<file path="src/rtl/feed_frame_encoder.sv">
// feed_frame_encoder: FIFO-buffered market messages serialised into nanotrade ui/uio beats; FEED_FRAME_PARITY_EN adds even parity on uio_out[7].
module feed_frame_encoder #(
  parameter int DATA_W = 12,
  parameter int FIFO_DEPTH = 8,
  parameter int IDLE_GAP = 0
) (
  input  logic clk,
  input  logic rst,
  input  logic msg_valid,
  output logic msg_ready,
  input  logic [1:0] msg_type,
  input  logic [DATA_W-1:0] msg_data,
  input  logic out_en,
  input  logic flush,
  output logic [7:0] ui_out,
  output logic [7:0] uio_out,
  output logic out_valid,
  output logic out_sop,
  output logic [$clog2(FIFO_DEPTH):0] fifo_level,
  output logic busy
);
  localparam int BEATS = DATA_W / 12;
  localparam int AW = $clog2(FIFO_DEPTH);
  localparam int LW = AW + 1;
  localparam logic [1:0] LAST_B = 2'(BEATS - 1);
  typedef enum logic [1:0] {IDLE, SEND, GAP} state_t;
  state_t state;
  logic [DATA_W+1:0] mem [FIFO_DEPTH];
  logic [AW-1:0] wr_ptr, rd_ptr;
  logic [DATA_W+1:0] head;
  logic [1:0] beat, hold_type;
  logic [DATA_W-1:0] hold_data;
  logic [3:0] gap_cnt;
  logic clr, full, empty, push, pop, last, start;
  assign clr = rst || flush;
  assign full = fifo_level == LW'(FIFO_DEPTH);
  assign empty = fifo_level == '0;
  assign msg_ready = !full;
  assign push = msg_valid && !full;
  assign head = mem[rd_ptr];
  assign last = hold_type[1] || beat == LAST_B;
  assign start = !empty && out_en;
  assign pop = start && (state == IDLE || (state == SEND && last && IDLE_GAP == 0) ||
                         (state == GAP && gap_cnt == 4'(IDLE_GAP)));
  assign busy = state != IDLE;
  // Returns {ui, uio}; buy/sell carry only data[5:0] and never chain.
  function automatic logic [15:0] encode(input logic [1:0] t, input logic [DATA_W-1:0] d,
                                         input logic [1:0] k, input logic lst);
    logic [11:0] s;
    logic [15:0] w;
    s = 12'(d >> (12 * k));
    w = t[1] ? {t, d[5:0], 8'h00} : {t, s[5:0], 1'b0, !lst, s[11:6]};
`ifdef FEED_FRAME_PARITY_EN
    w[7] = ^w;
`endif
    return w;
  endfunction
  always_ff @(posedge clk) begin
    if (clr) begin
      wr_ptr <= '0;
      rd_ptr <= '0;
      fifo_level <= '0;
    end else begin
      if (push) begin
        mem[wr_ptr] <= {msg_type, msg_data};
        wr_ptr <= wr_ptr + 1'b1;
      end
      if (pop) rd_ptr <= rd_ptr + 1'b1;
      fifo_level <= fifo_level + LW'(push) - LW'(pop);
    end
  end
  always_ff @(posedge clk) begin
    if (clr) begin
      state <= IDLE;
      beat <= '0;
      gap_cnt <= '0;
      hold_type <= '0;
      hold_data <= '0;
      {ui_out, uio_out} <= '0;
      out_valid <= 1'b0;
      out_sop <= 1'b0;
    end else if (pop) begin
      state <= SEND;
      beat <= '0;
      {hold_type, hold_data} <= head;
      {ui_out, uio_out} <= encode(head[DATA_W+1 -: 2], head[DATA_W-1:0], 2'd0,
                                  head[DATA_W+1] || BEATS == 1);
      out_valid <= 1'b1;
      out_sop <= 1'b1;
    end else if (state == SEND && !last) begin
      beat <= beat + 2'd1;
      {ui_out, uio_out} <= encode(hold_type, hold_data, beat + 2'd1, beat + 2'd1 == LAST_B);
      out_sop <= 1'b0;
    end else begin
      state <= (state == SEND && IDLE_GAP > 0) || (state == GAP && gap_cnt != 4'(IDLE_GAP)) ? GAP : IDLE;
      gap_cnt <= state == GAP ? gap_cnt + 4'd1 : 4'd1;
      {ui_out, uio_out} <= '0;
      out_valid <= 1'b0;
      out_sop <= 1'b0;
    end
  end
endmodule

</file>
<file path="config.mk">
export PLATFORM = sky130hd
export DESIGN_NAME = feed_frame_encoder
export DESIGN_NICKNAME = d
export VERILOG_FILES = /design/src/rtl/feed_frame_encoder.sv
export SDC_FILE = /design/constraint.sdc
export NUM_CORES = 1
export LEC_CHECK = 0
export CAP_MARGIN = 40
export CORE_MARGIN = 5
export CORE_UTILIZATION = 40
export CTS_CLUSTER_SIZE = 8
export DETAILED_ROUTE_END_ITERATION = 10
export MAX_ROUTING_LAYER = met4
export PLACE_DENSITY = 0.69
export SETUP_SLACK_MARGIN = 0.02
export SLEW_MARGIN = 30
export SYNTH_ARGS = -nofsm -noshare
export SYNTH_HDL_FRONTEND = slang
export SYNTH_SLANG_ARGS = --single-unit
</file>
<file path="constraint.sdc">
create_clock -name clk -period 3 [get_ports clk]
set_input_delay 0.9 -clock clk [delete_from_list [all_inputs] [get_ports clk]]
set_output_delay 0.9 -clock clk [all_outputs]
set_load 0.05 [all_outputs]
</file>
### Word level (Yosys, flattened, before mapping)

Memory sizes are Yosys's and may differ from the RTL's. A register that Yosys moved wholly into a read port is not among the register bits.
Cells that the tools add are included.

* add/subtract/negate cells: 6
* $mul: 1
* eq/ne operators: 4
* shift operators: 1
* multiplexer cells: 18
* bitwise gates (word level): 2
* reduce and logical (&&, ||, !) cells: 24

Operator list (number)
* two-way mux 16 bit: 2
* two-way mux 8 bit: 4
* right shift 12 x 6 -> 12 bit: 1
* zero test 4 bit: 2
* two-way mux 1 bit: 8
* logical AND 1 bit: 7
* adder 3 x 1 -> 3 bit, second input constant: 2
* zero test 2 bit: 3
* two-way mux 3 bit: 2
* adder 4 x 1 -> 4 bit: 1
* adder 4 x 1 -> 4 bit, second input constant: 1
* equality test 4 bit, second input constant: 1
* zero test 1 bit: 4
* logical OR 1 bit: 4
* multiplier 2 x 2 -> 4 bit, first input constant: 1
* two-way mux 4 bit: 1
* nonzero test 4 bit: 1
* subtractor 4 x 1 -> 4 bit: 1
* adder 2 x 1 -> 2 bit, second input constant: 1
* equality test 2 x 1 -> 1 bit, second input constant: 1
* equality test 2 bit, second input constant: 1
* two-way mux 2 bit: 1
* != test 2 bit, second input constant: 1
* inverter 1 bit: 2
* 3 further kinds: 3

* flip-flop bits (word level): 50
* bits in writable memories: 112
* input bits: 19
* output and inout port bits: 24
* logic and storage cells: 70
* memories: 1

Memory list
* mem: depth 8, width 14, read ports 1, clocked after memory_dff 1, wr ports 1, RTL line 28 `logic [DATA_W+1:0] mem [FIFO_DEPTH];`

### Depth between registers and ports, before layout

Gate-level depths: netlist of run 1.

* depth after elaboration: 8
* gate-level depth with buffers: 13
* mapped depth without buffers: 12

### Worst setup path after synthesis of run 1

Ideal clock, no wire load.

* kind: reg-to-reg
* start: reg fifo_level[2]
* end: mem mem[0][0] (netlist name) (enable)
* setup time: 0.403 ns
* data arrival time: 3.344 ns
* data required time: 2.597 ns
* path slack: -0.747 ns
* stages on the path, launching flop included: 8
* buffers on the path: 1
* clock period less this slack: 3.747 ns
* path through: dfxtp_1 inv_1 ha_1 or3b_2 clkbuf_1 nand2_1 or3_1 nor3_1

* cells in the longest elaborated chain, start to end: 6

Ends and longest elaborated chain
* from (decl): RTL line 19 `output logic [$clog2(FIFO_DEPTH):0] fifo_level,`
* from (signal assigned): RTL line 69 `fifo_level <= fifo_level + LW'(push) - LW'(pop);`
* equality test 4 bit: RTL line 36 `assign full = fifo_level == LW'(FIFO_DEPTH);`
* zero test 1 bit
* via msg_ready: RTL line 10 `output logic msg_ready,`
* logical AND 1 bit: RTL line 39 `assign push = msg_valid && !full;`
* two-way mux 1 bit: RTL line 64 `if (push) begin`
* two-way mux 1 bit: RTL line 59 `if (clr) begin`
* two-way mux 1 bit (implied by the code): RTL line 65 `mem[wr_ptr] <= {msg_type, msg_data};`
* to (decl): RTL line 28

The timed path passes the listed nets, and every way through them passes these cells.

### Worst setup path after layout of run 1

* start: reg fifo_level[2]
* end: out msg_ready

* cells in the longest elaborated chain, start to end: 2

Ends and longest elaborated chain
* equality test 4 bit: RTL line 36
* zero test 1 bit: RTL line 38 `assign msg_ready = !full;`
* to (decl): RTL line 10

Every way passes these cells.

==> reports/metrics.yaml, run 1 <==
logic_synthesis:
  synthTopCellsByArea: "edfxtp_1 (52%), dfxtp_1 (16%), mux4_2 (7.7%), mux4_1 (2.5%), ha_1 (2.3%)"
  synthTopCellsByCount: "edfxtp_1 (112), dfxtp_1 (51), nor2_1 (32), nand2_1 (27), mux4_2 (22)"
  synth_edf_count: 112
  yosysMostFrequentCell: "edfxtp_1"
  synthesis.area_um2: 6417
  yosysWarnings: 0
  synth_seq_cells: 163
  synth.distinct_cells: 53
  synth_area_leader_cell: "edfxtp_1"
  syn-num-nets: 429
  synth_async_sr_flop_share: 0
  synth.avg_cell_area_um2: 16.16
  syn_inst: 397
  synth_top_area_frac: 0.5241
  yosysSeqAreaShare: 0.6832
  synthFlopType: "edfxtp_1"
sta:
  setup_viol: 0
  final_max_slew_viol_count: 0
  rsz0062_at_grt: "false"
  hold_viol: 0
  finalCritPeriodShare: 0.9438
  fin_worst_skew_ps: 7.054
  relSlewSlack: 0.4640
  min_period_ps: 2831
  tightest_slew_ps: 799.7
  timing.fmax_mhz: 353.2
routing:
  vias_per_cell: 4.991
  wl_mm: 11.60
  drcViolationCount: 0
  wl_per_cell_um: 16.98
  drtIter0Drc: 226
  ant_nets: 0
  num_vias: 3409
  first_pass_iters: 4
power_and_ir_drop:
  peakVddDrop_mv: 0.4055
  power.density_nw_per_um2: 638.4
  p_leak_nw: 2.498
  power_w: 0.004918
clocking:
  post_cts_buffers: 0
  cts-buffers-inserted: 17
  holdBufCountCts: 0
  clk_root_buffer_cell: "clkbuf_16"
  cts_tree: "yes"
  cts.sinks: 163
  cts.reportedPaths.clkPinSlew_ps: 60
  clk_path_buf_depth: 2
  ctsResizeCount: 1
  htreeDepth: 4
  clk_latency_ps: 430
floorplan:
  core_um2: 15830
  io_pins: 43
  rows: 46
  dieHeight_um: 136.7
  dieWidth_um: 136.7
  start_util: 0.4055
  dieArea_um2: 18680
place:
  port_buffers: 41
  dp_hpwl_mm: 7.248
  place_inst: 651
  place_congestion: 0.7805
worst_setup_path:
  path_max_fanout: 5
  cp.arrival_ps: 1930
  critPathLaunchType: "flop"
  end_kind: "output port"
  worstPathRequired_ps: 2100
  crit_type: "reg -> out"
cells_and_area:
  drive_gt1_frac: 0.2013
  final_cells: 683
  layout.nets: 486
  multi_input_area_um2: 1856
  diodes: 0
  n_fill_cell: 1318
  seq_area_um2: 4384
  area_delta_synth_final_pct: 20.04
run:
  cap_viol_max_count: 0
worst_hold_path:
  hp-class: "reg -> reg"
global_routing:
  grt_overflow: 0
  grt_pass1_vias: 3380
  grt_pass1_wl_mm: 18.37
  grt_max_degree: 41
  grt_usage: 0.1376
  antenna_found_initial: 0
run_status:
  status: "finished clean"
## through the flow
step	setup slack (ps)	hold slack, ps	setup TNS (ps)	utilization	instance area [um2]
floorplan	-95.23	436.6	-3817	-	6435
global placement	-52.80	441.7	-58.78	0.4515	7146
detailed placement	-100.4	448.6	-133.3	0.4515	7146
CTS	141.7	457.4	0	0.4867	7704
global route	101.2	481.0	0	0.4867	7704
finish	168.7	454.0	0	0.4867	7704
## metal layers
metal | track usage | part of all wire | wire length, um | vias up
li1 | - | - | - | 1608
met1 | 0.1771 | 0.45 | 5255 | 1706
met2 | 0.2092 | 0.48 | 5556 | 84
met3 | 0.04596 | 0.057 | 661 | 11
met4 | 0.04031 | 0.010 | 121 | 0
met5 | - | 0 | 0 | -
## sequential cells by signal (all words and copies together) (netlist names), named ones only
register    cells
out_valid       1
fifo_level      4
ui_out          8
gap_cnt         4
state           1
uio_out         7
hold_data      12
rd_ptr          3
beat            2
out_sop         1
mem           112
wr_ptr          3
hold_type       2
## power breakdown
| part | total [W] | switching, W | internal [W] |
|---|---|---|---|
| clock network | 0.00203 | 0.000882 | 0.00115 |
| logic | 0.000417 | 0.000254 | 0.000163 |
| registers | 0.00247 | 0.0000278 | 0.00244 |
## worst max-delay path, cell delays in order, from the launching register on
cell and delay, ps:
dfxtp_1 310, inv_1 100, ha_1 150, or3b_2 500
dlygate4sd2_1 450
## final cells by class
| class | instances | area share |
|---|---|---|
| multi-input combinational | 202 | 0.2409 |
| clock inverter | 14 | 0.01689 |
| clock buffer | 18 | 0.05571 |
| timing repair buffer | 58 | 0.07617 |
| tap | 216 | 0.03508 |
| sequential | 163 | 0.5691 |
| inverter | 12 | 0.006172 |
## cell families (layout without fill, tap and decap cells)
family	count (synthesis)	count (layout)	synth area share
flops	163	163	0.6832
simple gates	95	95	0.07565
other cells	1	1	0.0005843
xor+xnor	7	7	0.009554
fa+ha+maj	13	13	0.02652
buf+inv	32	102	0.03022
compound gates	44	44	0.04718
mux	42	42	0.1271
## cell usage in the layout, fill, tap and decap left out, types with 12 or more instances in the layout
master | netlist | final
a21oi_1 | 21 | 21
buf_4 | 4 | 13
clkbuf_16 | 0 | 17
clkdlybuf4s50_1 | 0 | 40
dfxtp_1 | 51 | 51
edfxtp_1 | 112 | 112
ha_1 | 12 | 12
mux4_2 | 22 | 22
nand2_1 | 27 | 27
nor2_1 | 32 | 32
## path summary, 6_finish.rpt
kind	from	to	cells past startpoint	slack, ps
min reg2reg	hold_data[3]	hold_data[3]	2	450
min	hold_data[3]	hold_data[3]	2	450
max	fifo_level[2]	msg_ready	4	170
max reg2reg	beat[0]	fifo_level[2]	12	390
(Power assumes the default switching activity.)
==> run 2, diff against run 1 <==
- CELL_PAD_IN_SITES_DETAIL_PLACEMENT: default -> 0
- CELL_PAD_IN_SITES_GLOBAL_PLACEMENT: default -> 1
- GPL_TIMING_DRIVEN: default -> 0
- PLACE_DENSITY: 0.69 -> 0.75
- clock period: 3 -> 3.4 ns (I/O delays scaled with it)
==> run 2 against run 1 <==
Power decreased by 12%. Setup slack better by 64 ps. Via count is 0.32% lower. Hold slack better by 2.5 ps. Register-to-register slack improved by 80 ps. Critical path depth rose by 1. Clock skew decreased by 0.76 ps. Non-clock buffer count up 11. Sequential power shrank 12%. Combinational power is 7.7% lower. Die area unchanged. Largest cell class unchanged.
==> reports/metrics.yaml, run 2 (synthesized netlist as in run 1, its figures left out) <==
run_status:
  status: "finished clean"
routing:
  wl_mm: 11.99
  wl_met3_um: 566
  ant_nets: 0
  drcViolationCount: 0
  vias_per_cell: 4.896
  num_vias: 3398
  dr_wl_met2_mm: 6.039
  drtIter0Drc: 255
  first_pass_iters: 4
  wl_met1_mm: 5.220
  wl_per_cell_um: 17.28
  highest_layer: "met4"
sta:
  hold_viol: 0
  setup_viol: 0
  final_max_slew_viol_count: 0
  tightest_slew_ps: 780.6
  setup_ws_ps: 232.3
  rsz0062_at_grt: "false"
  fin_worst_skew_ps: 6.296
  finalCritPeriodShare: 0.9317
  timing.fmax_mhz: 315.7
  relSlewSlack: 0.4782
  fin_tns_setup_ps: 0
  min_period_ps: 3168
place:
  place_congestion: 0.7472
  place_inst: 662
  pre_cts_slack_ps: -270.0
  dp_hpwl_mm: 8.405
  place_area_um2: 7229
  port_buffers: 41
global_routing:
  grt_pass1_vias: 3406
  antenna_found_initial: 0
  grt_overflow: 0
  grt_pass1_wl_mm: 18.51
  grt_max_degree: 17
  grt_usage: 0.1407
cells_and_area:
  diodes: 0
  layout.nets: 497
  drive_gt1_frac: 0.2218
  n_fill_cell: 1331
  layout_commonest_cell: "edfxtp_1"
  area_delta_synth_final_pct: 21.35
  final_cells: 694
  regMostFlops: "mem"
  final_cell_area_um2: 7787
  layout_common_cells: "edfxtp_1 (112), dfxtp_1 (51), clkdlybuf4s50_1 (40), nand2_1 (27), nor2_1 (26)"
  largest_reg_flops: 112
floorplan:
  core_um2: 15830
  dieArea_um2: 18680
  rows: 46
  dieWidth_um: 136.7
  dieHeight_um: 136.7
  start_util: 0.4055
  io_pins: 43
clocking:
  clk_root_buffer_cell: "clkbuf_16"
  cts_tree: "yes"
  post_cts_buffers: 0
  clk_path_buf_depth: 2
  clk_latency_ps: 420
  cts-buffers-inserted: 17
  holdBufCountCts: 0
  ctsResizeCount: 0
  cts.sinks: 163
  cts.reportedPaths.clkPinSlew_ps: 60
  htreeDepth: 4
worst_setup_path:
  worstPathRequired_ps: 3530
  cp_slowest_cell: "nor2_1"
  critPathTopFamily: "simple AND/OR/NAND/NOR gates"
  crit_end: "mem[7][10]"
  slowest_delay_ps: 610
  crit_start: "flush"
  timing.critical_path.buf_inv: 2
  rr_endpoint: "fifo_level[2]"
  cp.arrival_ps: 3290
  crit_type: "in -> reg"
  reg2reg_depth: 13
  path_max_fanout: 9
  worstPathCellList: "clkdlybuf4s50_1, nor2_1, nand4_1, nor2_2, buf_6"
  rr_startpoint: "beat[0]"
  cp.depth: 5
  end_kind: "flop"
  reg2reg_slack_ps: 470
  critPathLaunchType: "input port"
power_and_ir_drop:
  seqPwrFrac: 0.503
  p_leak_nw: 2.543
  p_int_w: 0.003370
  switchingPower_w: 0.0009528
  power.density_nw_per_um2: 555.1
  combPwrFrac: 0.089
  swShare: 0.2204
  pwr-share-clk: 0.408
  peakVddDrop_mv: 0.3480
worst_hold_path:
  hp-class: "reg -> reg"
run:
  cap_viol_max_count: 0
-- run 2: through the flow --
| step | util | power (W) | hold WS, ps |
|---|---|---|---|
| 2_1_floorplan | - | 0.002470 | 436.6 |
| 3_3_place_gp | 0.4491 | 0.002593 | 441.6 |
| 3_5_place_dp | 0.4568 | 0.002605 | 446.5 |
| 4_1_cts | 0.4919 | 0.004361 | 455.2 |
| 5_1_grt | 0.4920 | 0.004481 | 473.4 |
| 6_report | 0.4920 | 0.004323 | 456.5 |
-- run 2: per-layer routing --
metal | up-vias | track usage
met5 | - | -
met4 | 0 | 0.05767
met3 | 14 | 0.03456
met2 | 74 | 0.2226
met1 | 1674 | 0.1744
li1 | 1636 | -
-- run 2: power groups by stage --
| stage | combinational (W) | clock [W] | sequential [W] |
|---|---|---|---|
| final | 0.000385 | 0.00176 | 0.00218 |
| after global routing | 0.000423 | 0.00188 | 0.00218 |
| after CTS | 0.000389 | 0.00180 | 0.00218 |
| after detailed placement | 0.000387 | 0 | 0.00222 |
| after global placement | 0.000378 | 0 | 0.00222 |
| after floorplan | 0.000213 | 0 | 0.00226 |
-- run 2: worst min path at each step --
stage	cells after the start	endpoint	slack [ps]	startpoint
2_1_floorplan	2	hold_data[0]	440	hold_data[0]
3_3_place_gp	2	hold_data[4]	440	hold_data[4]
3_5_place_dp	2	hold_data[3]	450	hold_data[3]
4_1_cts	2	hold_data[3]	460	hold_data[3]
5_1_grt	2	ui_out[4]	470	hold_data[4]
6_report	2	hold_type[0]	460	hold_type[0]
-- run 2: area by class of cell --
| cell class | instances | area, um2 | share of cell area |
|---|---|---|---|
| timing repair buffer | 49 | 506.7 | 0.06507 |
| clock buffer | 28 | 535.5 | 0.06877 |
| clock inverter | 4 | 20.02 | 0.002571 |
| inverter | 12 | 47.55 | 0.006105 |
| tap | 216 | 270.3 | 0.03470 |
| sequential | 163 | 4384 | 0.5630 |
| buffer | 20 | 146.4 | 0.01880 |
| multi-input combinational | 202 | 1877 | 0.2410 |
-- run 2: worst register-to-register path, cell delays in order (launching register included) --
cell,delay (ps)
dfxtp_1,370
inv_1,90
ha_1,220
or4b_4,520
o2111ai_2,150
inv_4,120
buf_4,210
ha_1,280
inv_1,60
ha_1,150
inv_1,60
fa_1,380
xor2_1,150
nor2_1,50
==> run 3, diff against run 2 <==
--- a/config.mk
+++ b/config.mk
@@ -11,4 +11,5 @@
 export CORE_MARGIN = 5
 export CORE_UTILIZATION = 40
+export CTS_CLUSTER_DIAMETER = 60
 export CTS_CLUSTER_SIZE = 8
 export DETAILED_ROUTE_END_ITERATION = 10
==> constraint.sdc (replaced) <==
create_clock -name clk -period 3 [get_ports clk]
set_input_delay 0.9 -clock clk [delete_from_list [all_inputs] [get_ports clk]]
set_output_delay 0.9 -clock clk [all_outputs]
set_load 0.01 [all_outputs]
==> run 3 against run 2 <==
Setup slack worse by 73 ps. Via count decreased by 1.1%. Final area is essentially flat. Global-route usage is 0.61 points higher. Non-clock buffer count is 1 higher. Flip-flop and latch count is the same. Die area stayed put. Sequential share of layout area about the same. Power is 13% higher.
==> reports/metrics.yaml, run 3 (synthesized netlist as in run 1, its figures left out) <==
run_status:
  status: "finished clean"
floorplan:
  io_pins: 43
  dieHeight_um: 136.7
  rows: 46
  core_um2: 15830
  start_util: 0.4055
  dieWidth_um: 136.7
  dieArea_um2: 18680
routing:
  wl_per_cell_um: 17.84
  vias_per_cell: 4.854
  wl_mm: 12.35
  first_pass_iters: 4
  drtIter0Drc: 271
  ant_nets: 0
  num_vias: 3359
  drcViolationCount: 0
sta:
  hold_viol: 0
  rsz0062_at_grt: "false"
  finalCritPeriodShare: 0.9468
  tightest_slew_ps: 786.4
  relSlewSlack: 0.4743
  fin_worst_skew_ps: 6.859
  whs_ps: 455.9
  final_max_slew_viol_count: 0
  setup_viol: 0
  timing.fmax_mhz: 352.1
  setup_ws_ps: 159.6
  min_period_ps: 2840
place:
  port_buffers: 41
  place_congestion: 0.7641
  pre_cts_slack_ps: -471.5
  dp_hpwl_mm: 8.702
worst_setup_path:
  critPathTopFamily: "simple AND/OR/NAND/NOR gates"
  worstPathRequired_ps: 3130
  cp_slowest_cell: "nor2_2"
  timing.critical_path.buf_inv: 3
  crit_type: "in -> reg"
  end_kind: "flop"
  critPathLaunchType: "input port"
  worstPathCellList: "clkdlybuf4s50_1, or2_2, clkbuf_1, or3_1, nor2_2, buf_6"
  reg2reg_depth: 12
  cp.depth: 6
  cp.arrival_ps: 2970
  path_max_fanout: 8
  slowest_delay_ps: 500
cells_and_area:
  n_fill_cell: 1345
  area_delta_synth_final_pct: 21.45
  drive_gt1_frac: 0.2227
  layout_common_cells: "edfxtp_1 (112), dfxtp_1 (50), clkdlybuf4s50_1 (40), nand2_1 (27), nor2_1 (25)"
  largest_reg_flops: 112
  layout_commonest_cell: "edfxtp_1"
  regMostFlops: "mem"
  diodes: 0
  layout.nets: 498
clocking:
  htreeDepth: 4
  cts_tree: "yes"
  cts-buffers-inserted: 17
  clk_root_buffer_cell: "clkbuf_16"
  cts.reportedPaths.clkPinSlew_ps: 60
  clk_path_buf_depth: 2
  cts.sinks: 163
  clk_latency_ps: 420
power_and_ir_drop:
  peakVddDrop_mv: 0.3977
  p_leak_nw: 2.529
  power.density_nw_per_um2: 626.4
global_routing:
  grt_overflow: 0
  grt_usage: 0.1468
  grt_pass1_wl_mm: 19.46
  grt_pass1_vias: 3457
  grt_max_degree: 17
  met2_usage: 0.2437
  antenna_found_initial: 0
  grtUsageMet1: 0.1763
  grt_util_met3: 0.04007
  grt_busiest_layer: "met2"
worst_hold_path:
  min_path_cells: 2
  hp-class: "reg -> reg"
run:
  cap_viol_max_count: 0
run 3: changes by cell type in the layout (fill, tap and decap cells not counted), moves of 2 or more:
cell       previous run  this run
clkbuf_8              4         0
clkbuf_2              3         0
clkinv_2              4         2
buf_6                 9         7
clkinv_4              0         2
buf_4                 4         6
bufinv_16             0         2
run 3: power breakdown:
| part | internal (W) | leakage (nW) | switching, W |
|---|---|---|---|
| clock network | 0.00121 | 0.263 | 0.000827 |
| logic | 0.000172 | 0.845 | 0.000212 |
| registers | 0.00244 | 1.42 | 0.0000231 |
| total | 0.00382 | 2.53 | 0.00106 |
run 3: area by class of cell:
class	count	area [um2]	area share
clock buffers	19	432.9	0.05555
plain buffers	19	138.9	0.01782
well taps	216	270.3	0.03468
clock inverters	10	112.6	0.01445
multi-input cells	202	1888	0.2423
inverters	12	47.55	0.006101
repair buffers	51	518.0	0.06646
flip-flops and latches	163	4385	0.5627
run 3: repair_timing:
item                                    4_1_cts  5_1_grt
pin swaps                                     1        0
hold buffers                                  0        0
endpoints found under the setup margin       20        3
buffers inserted                              1        0
endpoints found under the hold margin         0        0
resized for setup                             2        3
cloned                                        0        0
run 3: final timing paths:
| kind | endpoint | start | slack [ps] |
|---|---|---|---|
| min | hold_data[1] | hold_data[1] | 460 |
| max | mem[2][7] | flush | 160 |
| max reg2reg | fifo_level[2] | beat[0] | 260 |
| min reg2reg | hold_data[1] | hold_data[1] | 460 |
run 3: per-layer routing:
metal  routed length [um]  share of wire  up-vias
li1                     -              -     1631
met1                 5319           0.43     1665
met2                 6413           0.52       53
met3                  501          0.041       10
met4                  112         0.0091        0
met5                    0              0        -
run 3: worst min-delay path, delay by kind of cell, from the launching register on:
kind,cells,cell delay (ps)
AND/OR/NAND/NOR,1,50
AO/OA/AOI/OAI,1,50
flip-flops,1,310
run 3: per-stage QoR:
stage	TNS (ps)	instance area [um2]	total power (W)	util	instances
4_1_cts	0	7785	0.004942	0.4919	693
3_5_place_dp	-27860	7231	0.002900	0.4568	663
2_1_floorplan	0	6422	0.002743	-	397
3_3_place_gp	-110820	7103	0.002881	0.4488	654
5_1_grt	0	7794	0.005080	0.4924	692
6_report	0	7794	0.004882	0.4924	692
==> variant, RTL diff (flow settings as in run 1) <==
The parameter `DATA_W` goes from 12 to 6.
--- a/src/rtl/feed_frame_encoder.sv
+++ b/src/rtl/feed_frame_encoder.sv
@@ -1,6 +1,6 @@
 // feed_frame_encoder: FIFO-buffered market messages serialised into nanotrade ui/uio beats; FEED_FRAME_PARITY_EN adds even parity on uio_out[7].
 module feed_frame_encoder #(
-  parameter int DATA_W = 12,
+  parameter int DATA_W = 6,
   parameter int FIFO_DEPTH = 8,
   parameter int IDLE_GAP = 0
 ) (
Interface: changed (resized msg_data); port bits go from 43 to 37. No check against the original RTL was run, so the function may have changed too.
==> variant against run 1 <==
  * Synthesized area shrank 34%
  * Final area down 36%
  * Total power decreased by 44%
  * Sequential share of layout area decreased by 1.8 points
  * Fmax rose by 1.3%
  * Non-clock buffer count shrank 15
  * Wire length is 33% lower
  * Sequential cell count decreased by 60
  * Setup slack improved by 0.038 ns
  * Largest cell class unchanged
==> variant: results (changes against run 1) <==
top cell type's share of synthesized area=45.6% (was 52.4%); predominant post-synthesis flop cell=edfxtp_1 (unchanged); kind of critical path=register to output port (unchanged); Worst Clk Skew=0.0117 ns (was 0.00705 ns); met3 usage=3.21% (was 4.60%); RD Place Congestion=0.779 (was 0.781); initial detailed-routing violation count=179 (was 226); Max VDD drop=210 uV (was 405 uV); Post-DP HPWL=5.25 mm (was 7.25 mm); Min-Delay Endpoint=hold_data[2]$_SDFFE_PP0P_ (was hold_data[3]$_SDFFE_PP0P_); data arrival time of the critical path=1.89 ns (was 1.93 ns); port buffer count=29 (was 41); register area share after synthesis=64.1% (was 68.3%); largest net degree at the start of global routing=25 (was 41); layout cells sized above 1=13.4% (was 20.1%); Worst-Skew Late Latency=0.37 ns (was 0.43 ns); CTS Buf Count=9 (was 17); DR vias/cell=5.16 (was 4.99); Yosys warnings=0 (unchanged); number of distinct library cells after synthesis=51 (was 53); worst slack, placed=0.140 ns (was -0.100 ns); Synth area leaders=edfxtp_1 46%, dfxtp_1 19%, mux2i_1 6.4%, ha_1 3.9%, a32o_1 2.8% (was edfxtp_1 52%, dfxtp_1 16%, mux4_2 7.7%, mux4_1 2.5%, ha_1 2.3%); P_leak=1.64 nW (was 2.50 nW); routed wl met2=3.66 mm (was 5.56 mm); Placed Area=0.00470 mm^2 (was 0.00715 mm^2); Min-Delay Path Depth=1 (was 2); fin nets=366 (was 486); met2 Use GR=18.6% (was 20.9%); Hold Crit Start=hold_data[2]$_SDFFE_PP0P_ (was hold_data[3]$_SDFFE_PP0P_); vias in the first global route=2330 (was 3380); first-pass GRT wire length=12.5 mm (was 18.4 mm); outcome=finished, final reports clean (unchanged); GRT Total Usage=13.1% (was 13.8%); ys async rst share=0% (unchanged); routed length on met3=427 um (was 661 um); slowest CP cell=or3b_2 (unchanged); EDFF count, synth=64 (was 112); fill count=881 (was 1318); most instantiated cells after synthesis=64 x edfxtp_1, 39 x dfxtp_1, 27 x mux2i_1, 20 x nor2_1, 13 x ha_1 (was 112 x edfxtp_1, 51 x dfxtp_1, 32 x nor2_1, 27 x nand2_1, 22 x mux4_2); RR Endpoint=fifo_level[3]$_SDFF_PP0_ (was fifo_level[2]$_SDFF_PP0_); met1 usage=18.2% (was 17.7%); R2R Path Start=gap_cnt[0]$_SDFFE_PP0P_ (was beat[0]$_SDFFE_PP0P_); M1 wire length=3.64 mm (was 5.26 mm); Least-Margin Pin Slew=0.617 ns (was 0.800 ns)
==> variant: where the power goes <==
group	leakage (nW)	internal, mW	switching (mW)
sequential	0.892	1.53	0.0230
clock	0.0980	0.366	0.485
combinational	0.653	0.136	0.225
total	1.64	2.03	0.733
==> variant: per-stage QoR <==
stage               cells  power (mW)  util (%)  hold slack [ns]
CTS                   480        2.79      47.5            0.482
global route          480        2.89      47.5            0.504
detailed placement    464        1.95      45.6            0.455
floorplan             303        1.84         -            0.433
global placement      464        1.94      45.6            0.447
finish                480        2.77      47.5            0.478
==> variant: repair_timing <==
item	in CTS	in global routing
endpoints found under the setup margin	1	0
hold buffers	0	0
resized for setup	1	0
==> variant: worst max-delay path by stage <==
| stage | cells after the start | end | slack (ns) |
|---|---|---|---|
| 6_report | 4 | msg_ready | 0.21 |
| 5_1_grt | 4 | msg_ready | 0.11 |
| 3_3_place_gp | 9 | fifo_level[2]$_SDFF_PP0_ | 0.22 |
| 2_1_floorplan | 11 | fifo_level[2]$_SDFF_PP0_ | 0.12 |
| 3_5_place_dp | 10 | fifo_level[2]$_SDFF_PP0_ | 0.14 |
| 4_1_cts | 4 | msg_ready | 0.18 |
==> variant: final cells by class <==
cell class / instances / area share, %
Timing Repair Buffer: 43 / 8.03
Tap cell: 136 / 3.47
Multi-Input combinational cell: 172 / 28.5
Clock inverter: 5 / 1.02
Inverter: 10 / 0.765
Sequential cell: 103 / 55.1
Clock buffer: 11 / 3.11
==> variant: kinds of logic after synthesis <==
group                    count (synthesis)  share of synthesized area [%]
flip-flops                             103                           64.1
AND/OR/NAND/NOR                         63                           8.72
AO/OA/AOI/OAI                           52                           9.79
multiplexers                            31                           8.54
buffers and inverters                   28                           3.44
adder cells (fa/ha/maj)                 14                           4.33
XOR/XNOR                                 5                           1.04
other                                    1                         0.0889
